==> config.mk <==
export PLATFORM = sky130hd
export DESIGN_NAME = pword_tx
export DESIGN_NICKNAME = d
export VERILOG_FILES = /design/src/rtl/pword_tx_pkg.sv /design/src/rtl/btn_sync_edge.sv /design/src/rtl/pword_tx.sv
export SDC_FILE = /design/constraint.sdc
export NUM_CORES = 1
export LEC_CHECK = 0
export CAP_MARGIN = 5
export CELL_PAD_IN_SITES_DETAIL_PLACEMENT = 0
export CELL_PAD_IN_SITES_GLOBAL_PLACEMENT = 1
export CORE_MARGIN = 4
export CORE_UTILIZATION = 35
export CTS_BUF_LIST = sky130_fd_sc_hd__clkbuf_4 sky130_fd_sc_hd__clkbuf_8 sky130_fd_sc_hd__clkbuf_16
export CTS_CLUSTER_DIAMETER = 80
export DETAILED_ROUTE_END_ITERATION = 6
export PLACE_DENSITY_LB_ADDON = 0.1
export SLEW_MARGIN = 15
export SYNTH_ARGS = -nofsm -noshare
export SYNTH_HDL_FRONTEND = slang
export SYNTH_HIERARCHICAL = 1
export SYNTH_SLANG_ARGS = --single-unit
==> constraint.sdc <==
create_clock -name CLK -period 3.8 [get_ports CLK]
set_input_delay 0.57 -clock CLK [delete_from_list [all_inputs] [get_ports CLK]]
set_output_delay 0.57 -clock CLK [all_outputs]
set_load 0.02 [all_outputs]
==> src/rtl/pword_tx_pkg.sv <==
// Shared types and constants for the password-digit transmitter.
// The AUTO_LOAD state exists only when PWORD_TX_AUTO_EN is defined.
package pword_tx_pkg;

  localparam int DIGIT_W        = 4;
  localparam int CNT_W          = 3;
  localparam int MAX_DIGITS     = 7;
  localparam int CODE_W         = DIGIT_W * MAX_DIGITS;
  localparam int NUM_DIGITS_DEF = 4;
  localparam int GAP_CYCLES_DEF = 3;

  typedef enum logic [2:0] {
    IDLE      = 3'd0,
    LOAD      = 3'd1,
    SEND      = 3'd2,
    GAP       = 3'd3,
    WAIT_REL  = 3'd4
`ifdef PWORD_TX_AUTO_EN
    , AUTO_LOAD = 3'd5
`endif
  } state_t;

  // Nibble idx of a packed code, counting from the most-significant used
  // nibble (position 'last') downwards.
  function automatic logic [DIGIT_W-1:0] code_nibble(
    input logic [CODE_W-1:0] code,
    input logic [CNT_W-1:0]  idx,
    input logic [CNT_W-1:0]  last
  );
    logic [4:0]        sh;
    logic [CODE_W-1:0] shifted;
    sh      = {3'(last - idx), 2'b00};
    shifted = code >> sh;
    return shifted[DIGIT_W-1:0];
  endfunction

endpackage

==> src/rtl/btn_sync_edge.sv <==
// Two-flop synchronizer for an active-low push-button, released (1) at reset,
// with a one-cycle pulse on each 1->0 transition of the synchronized level.
module btn_sync_edge (
  input  logic clk,
  input  logic rst_n,
  input  logic btn,
  output logic level,
  output logic fall
);

  logic r_meta;
  logic r_sync;
  logic r_prev;

  always_ff @(posedge clk or negedge rst_n) begin
    if (!rst_n) begin
      r_meta <= 1'b1;
      r_sync <= 1'b1;
      r_prev <= 1'b1;
    end else begin
      r_meta <= btn;
      r_sync <= r_meta;
      r_prev <= r_sync;
    end
  end

  assign level = r_sync;
  assign fall  = r_prev & ~r_sync;

endmodule

==> src/rtl/pword_tx.sv <==
// Password-digit transmitter: button/switch sampling into a registered digit
// and a one-cycle active-low enter strobe. Optional auto-send: PWORD_TX_AUTO_EN.
module pword_tx
  import pword_tx_pkg::*;
#(
  parameter int NUM_DIGITS = NUM_DIGITS_DEF,
  parameter int GAP_CYCLES = GAP_CYCLES_DEF
`ifdef PWORD_TX_AUTO_EN
  , parameter logic [CODE_W-1:0] AUTO_CODE = 28'h0003153
`endif
) (
  input  logic               CLK,
  input  logic               RST,
  input  logic [DIGIT_W-1:0] digit_in,
  input  logic               enter_btn,
  input  logic               cancel,
`ifdef PWORD_TX_AUTO_EN
  input  logic               auto_req,
`endif
  output logic [DIGIT_W-1:0] pword,
  output logic               pword_enter,
  output logic [CNT_W-1:0]   digit_cnt,
  output logic               seq_done,
  output logic               busy
);

  localparam int GAP_W = (GAP_CYCLES > 1) ? $clog2(GAP_CYCLES) : 1;
  localparam logic [GAP_W-1:0] GAP_LAST   = GAP_W'(GAP_CYCLES - 1);
  localparam logic [CNT_W-1:0] LAST_DIGIT = CNT_W'(NUM_DIGITS - 1);

  state_t             r_state;
  state_t             w_state_next;
  logic [DIGIT_W-1:0] r_pword;
  logic [DIGIT_W-1:0] w_load_val;
  logic               w_load;
  logic [CNT_W-1:0]   r_digit_cnt;
  logic [CNT_W-1:0]   w_cnt_next;
  logic [GAP_W-1:0]   r_gap_cnt;
  logic [GAP_W-1:0]   w_gap_next;
  logic               r_seq_done;
  logic               w_done_next;
  logic               r_enter;
  logic               w_level;
  logic               w_fall;
`ifdef PWORD_TX_AUTO_EN
  logic               r_auto;
  logic               w_auto_next;
`endif

  btn_sync_edge u_btn (
    .clk   (CLK),
    .rst_n (RST),
    .btn   (enter_btn),
    .level (w_level),
    .fall  (w_fall)
  );

  always_comb begin
    w_state_next = r_state;
    w_cnt_next   = r_digit_cnt;
    w_gap_next   = r_gap_cnt;
    w_done_next  = 1'b0;
    w_load       = 1'b0;
    w_load_val   = digit_in;
`ifdef PWORD_TX_AUTO_EN
    w_auto_next  = r_auto;
`endif
    if (cancel) begin
      // Abort wins over everything, including a press arriving in IDLE.
      w_state_next = WAIT_REL;
      w_cnt_next   = '0;
`ifdef PWORD_TX_AUTO_EN
      w_auto_next  = 1'b0;
`endif
    end else begin
      case (r_state)
        IDLE: begin
`ifdef PWORD_TX_AUTO_EN
          if (auto_req && (r_digit_cnt == '0)) begin
            w_state_next = AUTO_LOAD;
            w_load       = 1'b1;
            w_load_val   = code_nibble(AUTO_CODE, '0, LAST_DIGIT);
            w_auto_next  = 1'b1;
          end else
`endif
          if (w_fall) begin
            w_state_next = LOAD;
            w_load       = 1'b1;
          end
        end
        LOAD: w_state_next = SEND;
`ifdef PWORD_TX_AUTO_EN
        AUTO_LOAD: w_state_next = SEND;
`endif
        SEND: begin
          w_state_next = GAP;
          w_gap_next   = '0;
          if (r_digit_cnt == LAST_DIGIT) begin
            w_cnt_next  = '0;
            w_done_next = 1'b1;
          end else begin
            w_cnt_next  = r_digit_cnt + 1'b1;
          end
        end
        GAP: begin
          if (r_gap_cnt == GAP_LAST) begin
`ifdef PWORD_TX_AUTO_EN
            // Auto-send chains digits directly; a wrapped count marks the end.
            if (r_auto) begin
              if (r_digit_cnt == '0) begin
                w_state_next = IDLE;
                w_auto_next  = 1'b0;
              end else begin
                w_state_next = AUTO_LOAD;
                w_load       = 1'b1;
                w_load_val   = code_nibble(AUTO_CODE, r_digit_cnt, LAST_DIGIT);
              end
            end else
`endif
            w_state_next = WAIT_REL;
          end else begin
            w_gap_next = r_gap_cnt + 1'b1;
          end
        end
        WAIT_REL: begin
          if (w_level) begin
            w_state_next = IDLE;
          end
        end
        default: w_state_next = IDLE;
      endcase
    end
  end

  always_ff @(posedge CLK or negedge RST) begin
    if (!RST) begin
      r_state     <= IDLE;
      r_pword     <= '0;
      r_digit_cnt <= '0;
      r_gap_cnt   <= '0;
      r_seq_done  <= 1'b0;
      r_enter     <= 1'b1;
    end else begin
      r_state     <= w_state_next;
      r_digit_cnt <= w_cnt_next;
      r_gap_cnt   <= w_gap_next;
      r_seq_done  <= w_done_next;
      r_enter     <= (w_state_next != SEND);
      if (w_load) begin
        r_pword <= w_load_val;
      end
    end
  end

`ifdef PWORD_TX_AUTO_EN
  always_ff @(posedge CLK or negedge RST) begin
    if (!RST) begin
      r_auto <= 1'b0;
    end else begin
      r_auto <= w_auto_next;
    end
  end
`endif

  assign pword       = r_pword;
  assign pword_enter = r_enter;
  assign digit_cnt   = r_digit_cnt;
  assign seq_done    = r_seq_done;
  assign busy        = (r_state != IDLE);

endmodule

==> metrics, run 1 <==
outcome=completed; via count=490; Setup WS post-layout=1.41 ns; first-pass GRT wire length=2050 um; Final Max Slew Viols=0; crit-path cells=or3_2, clkdlybuf4s50_1; Hold Vio Cnt, Final=0; buffers added on ports=17; Crit. End Element=primary output; CTS root buffer=clkbuf_4; Finished Cell Area=983 um2; Syn. warnings=6; maximum capacitance violations=0; Skew-Pair Late Insertion Delay=0.29 ns; CTS tree=done; hold path startpoint=u_btn/r_meta; dpl cells=100; Synth Register Bits=17; crit start category=flop; Tightest Pin Transition=0.736 ns; WS Path Type=reg2out; Peak VDD IR=0.192 mV; H-tree levels=1; WHS Endpoint=u_btn/level; CP max FO=11; Initial Util=37.9%; post-CTS setup buffer count=0; ys async rst share=100%; syn_area_per_cell=13.2 um2; commonest non-fill, non-tap cells in the layout=clkdlybuf4s50_1 (17), dfrtp_1 (13), mux2_4 (4), dfstp_2 (4); Die Area=0.00300 mm2; Placeable Area=0.00202 mm2; Post-synth EDFFs=0; Die Wd=54.8 um; ant diodes=0; Cell Pwr Density=393 mW/mm2; Worst-path clk slew=0.10 ns; required time worst endpoint=3.23 ns; CP max-delay cell=clkdlybuf4s50_1; DR WL/cell=11.9 um; vias in the first global route=453; # hold bufs at CTS=0; WHS Path Cells=0; Mapped Area=767 um2; Leak Pwr=0.416 nW; skew final=0.0133 ns; Worst Hold Class=reg2reg; Critical Path Max Stage Delay=0.56 ns; RePlAce Congestion=0.749; non-filler cells, final=104; CTS max path bufs=2; nets@finish=88; Filler cells=194; PostCTS Resize Cnt=0; worst path arrival time=1.82 ns; worst r2r path cells=3; initial antenna violation count=0; RSZ-0062 raised after global routing=no; DRT Pass-1 Iters=2; IO Pins=18; reg-to-reg endpoint=pword[0]; FF-to-FF Start=r_state[2]; Iter 0 DRT Violations=3; placed instance area=956 um2; largest net degree at the start of global routing=18; share of cells above drive strength 1=28.6%; Final Cycle Share=63.0%; Remaining Overflow, GRT=0; cell count after synthesis=58; post-route setup TNS=0 ns; Std-Cell Rows=16; # setup viols final=0; Worst R2R Setup Slack=2.45 ns; Setup WS pre-CTS=1.73 ns; minimum clock period after layout=2.39 ns; clk sinks=17; dpl hpwl=924 um; Main synth FF type=dfrtp_1; CTS Buf Count=3; antenna viol nets, final=0; gr usage total=10.2%; max_slew headroom=50.8%; Area growth, synth to finish=28.2%; DRC=0; register area share after synthesis=56.1%; Fmax=0.418 GHz; Die Ht=54.8 um; drt via density=4.71; Synth Net Count=68; Total Wirelength=1240 um; commonest non-fill, non-tap cell in the layout=clkdlybuf4s50_1; number of library cell types mapped by synthesis=30; hold slack=0.362 ns
==> cells by family after synthesis <==
kind of cell | Yosys count | synth area share, %
AO/OA/AOI/OAI | 8 | 8.32
buffers and inverters | 3 | 2.45
adder cells (fa/ha/maj) | 2 | 3.26
flip-flops | 17 | 56.1
multiplexers | 5 | 9.14
AND/OR/NAND/NOR | 23 | 20.7
==> how the worst max path moves through the flow <==
| stage | startpoint | end | slack (ns) |
|---|---|---|---|
| after floorplan | r_state[1] | busy | 2.21 |
| after global placement | r_state[1] | busy | 1.75 |
| after detailed placement | r_state[0] | busy | 1.73 |
| after CTS | r_state[0] | busy | 1.38 |
| after global routing | r_state[1] | busy | 1.32 |
| final | r_state[1] | busy | 1.41 |
==> layer usage <==
metal,vias to the layer above,routed length [um],share of wire [%],track usage (%)
met4,0,0,0,3.73
met3,0,88,7.1,5.72
li1,247,-,-,-
met2,13,565,46,14.4
met5,-,0,0,0
met1,230,581,47,12.8
==> sequential cells by signal, summed over array words and instances (netlist names) <==
| signal | count |
|---|---|
| pword | 4 |
| digit_cnt | 3 |
| r_state | 3 |
| r_gap_cnt | 2 |
| pword_enter | 1 |
| seq_done | 1 |
| u_btn/level | 1 |
| u_btn/r_meta | 1 |
| u_btn/r_prev | 1 |
==> layout make-up <==
cell class	count	area [um2]	area share (%)
clock inverter	1	5.00	0.509
multi-input combinational	38	318	32.3
clock buffer	3	22.5	2.29
inverter	1	3.75	0.382
tap	27	33.8	3.44
timing repair buffer	17	170	17.3
sequential	17	430	43.8
==> critical path, delay by kind of cell (launching register included) <==
kind,cells,cell delay [ns]
flops,1,0.49
simple gates,1,0.49
buf+inv,1,0.56
==> per-stage QoR <==
step / total power, mW / util [%]
detailed placement: 0.297 / 47.3
CTS: 0.395 / 48.6
finish: 0.386 / 48.6
floorplan: 0.256 / -
global placement: 0.296 / 47.3
global route: 0.411 / 48.6
==> Yosys cell counts, types with 2 or more instances <==
cell type | number | area [um2]
nand3b_1 | 2 | 15.0
nor2_2 | 2 | 12.5
ha_1 | 2 | 25.0
dfrtp_1 | 13 | 325
nand2b_1 | 3 | 18.8
nor3_1 | 3 | 15.0
a21oi_1 | 2 | 10.0
dfstp_2 | 4 | 105
mux2_4 | 4 | 60.1
nand2_1 | 3 | 11.3
==> where the power goes <==
part	leakage (nW)	internal [mW]	switching (mW)	total [mW]
Sequential	0.204	0.198	0.0104	0.209
Clock	0.0177	0.0391	0.0549	0.0940
Combinational	0.195	0.0486	0.0350	0.0836
Total	0.416	0.286	0.100	0.386
Power figures use the tool's default switching activity.
==> run 2: changes to the inputs <==
- clock period: 3.8 -> 2.5 ns (I/O delays scaled with it)
==> results of run 2 <==
The final DEF is identical to that of run 1. Status: completed.
Among the figures that moved: setup slack after placement 1.73 ns -> 0.621 ns; setup slack after layout 1.41 ns -> 0.301 ns; register-to-register setup slack 2.45 ns -> 1.15 ns; total power 0.386 mW -> 0.587 mW; worst IR drop on VDD 0.192 mV -> 0.291 mV
==> run 3: changes to the inputs <==
- RECOVER_POWER: unset -> 50
==> run 3 against run 2 <==
Against the previous run: die area stayed put; clock power hardly changed; cell area is 0.25% lower; largest cell class unchanged; critical path depth stayed put; clock-buffer cell count stayed put; fmax hardly changed; non-clock buffer count stayed put; wire length is 0.49% lower; total power is 0.33% lower; global-route usage stayed put; cell count stayed put.
==> metrics, run 3 (synthesis gave the netlist of run 1 again) <==
Crit. End Element=primary output; CTS Buf Count=3 (unchanged); NetSw=0.152 mW; minimum clock period after layout=2.20 ns; Iter 0 DRT Violations=3 (unchanged); Initial Util=37.9% (unchanged); skew final=0.0133 ns (+0.00000730 ns); Remaining Overflow, GRT=0 (unchanged); drt via density=4.68 (-0.61%); Peak VDD IR=0.291 mV; RePlAce Congestion=0.749 (unchanged); clk sinks=17 (unchanged); Setup WS pre-CTS=0.621 ns; WHS Path Cells=0 (unchanged); DRC=0 (unchanged); # hold bufs at CTS=0 (unchanged); Hold Vio Cnt, Final=0 (unchanged); worst path arrival time=1.82 ns (about the same); H-tree levels=1 (unchanged); Final Max Slew Viols=0 (unchanged); # setup viols final=0 (unchanged); CTS max path bufs=2 (unchanged); Std-Cell Rows=16 (unchanged); share of cells above drive strength 1=26.0% (-2.6 points); logic gate share of total power=21.5% (about the same); Fmax=0.455 GHz; via count=487 (-0.61%); post-CTS setup buffer count=0 (unchanged); CTS tree=done; Setup crit start=r_state[1]; Worst R2R Setup Slack=1.06 ns; Placeable Area=0.00202 mm2 (unchanged); gr usage total=10.2% (unchanged); DRT Pass-1 Iters=2 (unchanged); buffers added on ports=17 (unchanged); Die Ht=54.8 um (unchanged); IO Pins=18 (unchanged); initial antenna violation count=0 (unchanged); worst r2r path cells=3 (unchanged); Leak Pwr=0.416 nW (about the same); Largest register FFs=4 (unchanged); WHS Endpoint=u_btn/level; final core utilization=48.5% (-0.12 points); PostCTS Resize Cnt=0 (unchanged); maximum capacitance violations=0 (unchanged); Final Cycle Share=87.9%; sequential power share=54.1% (about the same); reg-to-reg endpoint=pword[0]; Skew-Pair Late Insertion Delay=0.29 ns (about the same); Die Area=0.00300 mm2 (unchanged); post-route setup TNS=0 ns (unchanged); outcome=completed; DR WL/cell=11.8 um (-0.49%); Worst-path clk slew=0.10 ns (about the same); max_slew headroom=50.3% (-0.52 points); FF-to-FF Start=r_state[2]; antenna viol nets, final=0 (unchanged); commonest non-fill, non-tap cell in the layout=clkdlybuf4s50_1; Area growth, synth to finish=27.9%; Die Wd=54.8 um (unchanged); CP max FO=11 (unchanged); Worst Hold Class=reg2reg; commonest non-fill, non-tap cells in the layout=clkdlybuf4s50_1 (14), dfrtp_1 (13), mux2_4 (4); required time worst endpoint=2.12 ns; Cell Pwr Density=597 mW/mm2; WS Path Type=reg2out; crit start category=flop; dpl hpwl=924 um (unchanged); first-pass GRT wire length=2050 um (unchanged); hold path startpoint=u_btn/r_meta; share of total power in the clock network=24.4% (about the same); vias in the first global route=453 (unchanged); largest net degree at the start of global routing=18 (unchanged); Total Wirelength=1230 um (-0.49%); nets@finish=88 (unchanged); RSZ-0062 raised after global routing=no; Setup WS post-layout=0.303 ns; CTS root buffer=clkbuf_4; Pint=0.433 mW; ant diodes=0 (unchanged); sw frac=26.0%; Tightest Pin Transition=0.743 ns (+0.00767 ns)
## run 3: cell types whose count changed in the layout (fill, tap and decap cells not counted), sizes merged
| cell | previous run | this run |
|---|---|---|
| dlygate4sd3 | 0 | 3 |
| clkdlybuf4s50 | 17 | 14 |
## run 3: how the worst max path moves through the flow
stage	cells after the start	to	slack, ns
floorplan	2	busy	1.11
CTS	2	busy	0.28
detailed placement	2	busy	0.62
global route	2	busy	0.21
global placement	2	busy	0.64
finish	2	busy	0.30
## run 3: stage by stage
| step | power, mW | hold WS (ns) | instance area, um2 | instances |
|---|---|---|---|---|
| CTS | 0.600 | 0.364 | 983 | 104 |
| finish | 0.585 | 0.367 | 981 | 104 |
| global placement | 0.450 | 0.346 | 956 | 100 |
| global route | 0.622 | 0.374 | 981 | 104 |
| detailed placement | 0.451 | 0.348 | 956 | 100 |
| floorplan | 0.390 | 0.0794 | 767 | 58 |
## run 3: metal layers
layer / vias up / track usage, % / share of wire, %
li1: 246 / - / -
met1: 228 / 12.8 / 47
met2: 13 / 14.4 / 46
met3: 0 / 5.72 / 7.1
met4: 0 / 3.73 / 0
met5: - / 0 / 0
## run 3: worst max-delay path, stage by stage, from the launching register on
cell and delay, ns:
dfrtp_1 0.49, or3_2 0.49, clkdlybuf4s50_1 0.56
## run 3: area by class of cell
class	instances	area, um2
Sequential cell	17	430
Clock buffer	3	22.5
Timing Repair Buffer	17	170
Tap cell	27	33.8
Multi-Input combinational cell	38	315
Inverter	1	3.75
Fill cell	195	1040
Clock inverter	1	5.00
## run 3: power by group through the flow
stage / logic, mW / clock network, mW / registers (mW)
after floorplan: 0.0477 / 0 / 0.342
after global placement: 0.129 / 0 / 0.321
after detailed placement: 0.129 / 0 / 0.323
after CTS: 0.130 / 0.153 / 0.318
after global routing: 0.137 / 0.165 / 0.321
final: 0.126 / 0.143 / 0.316
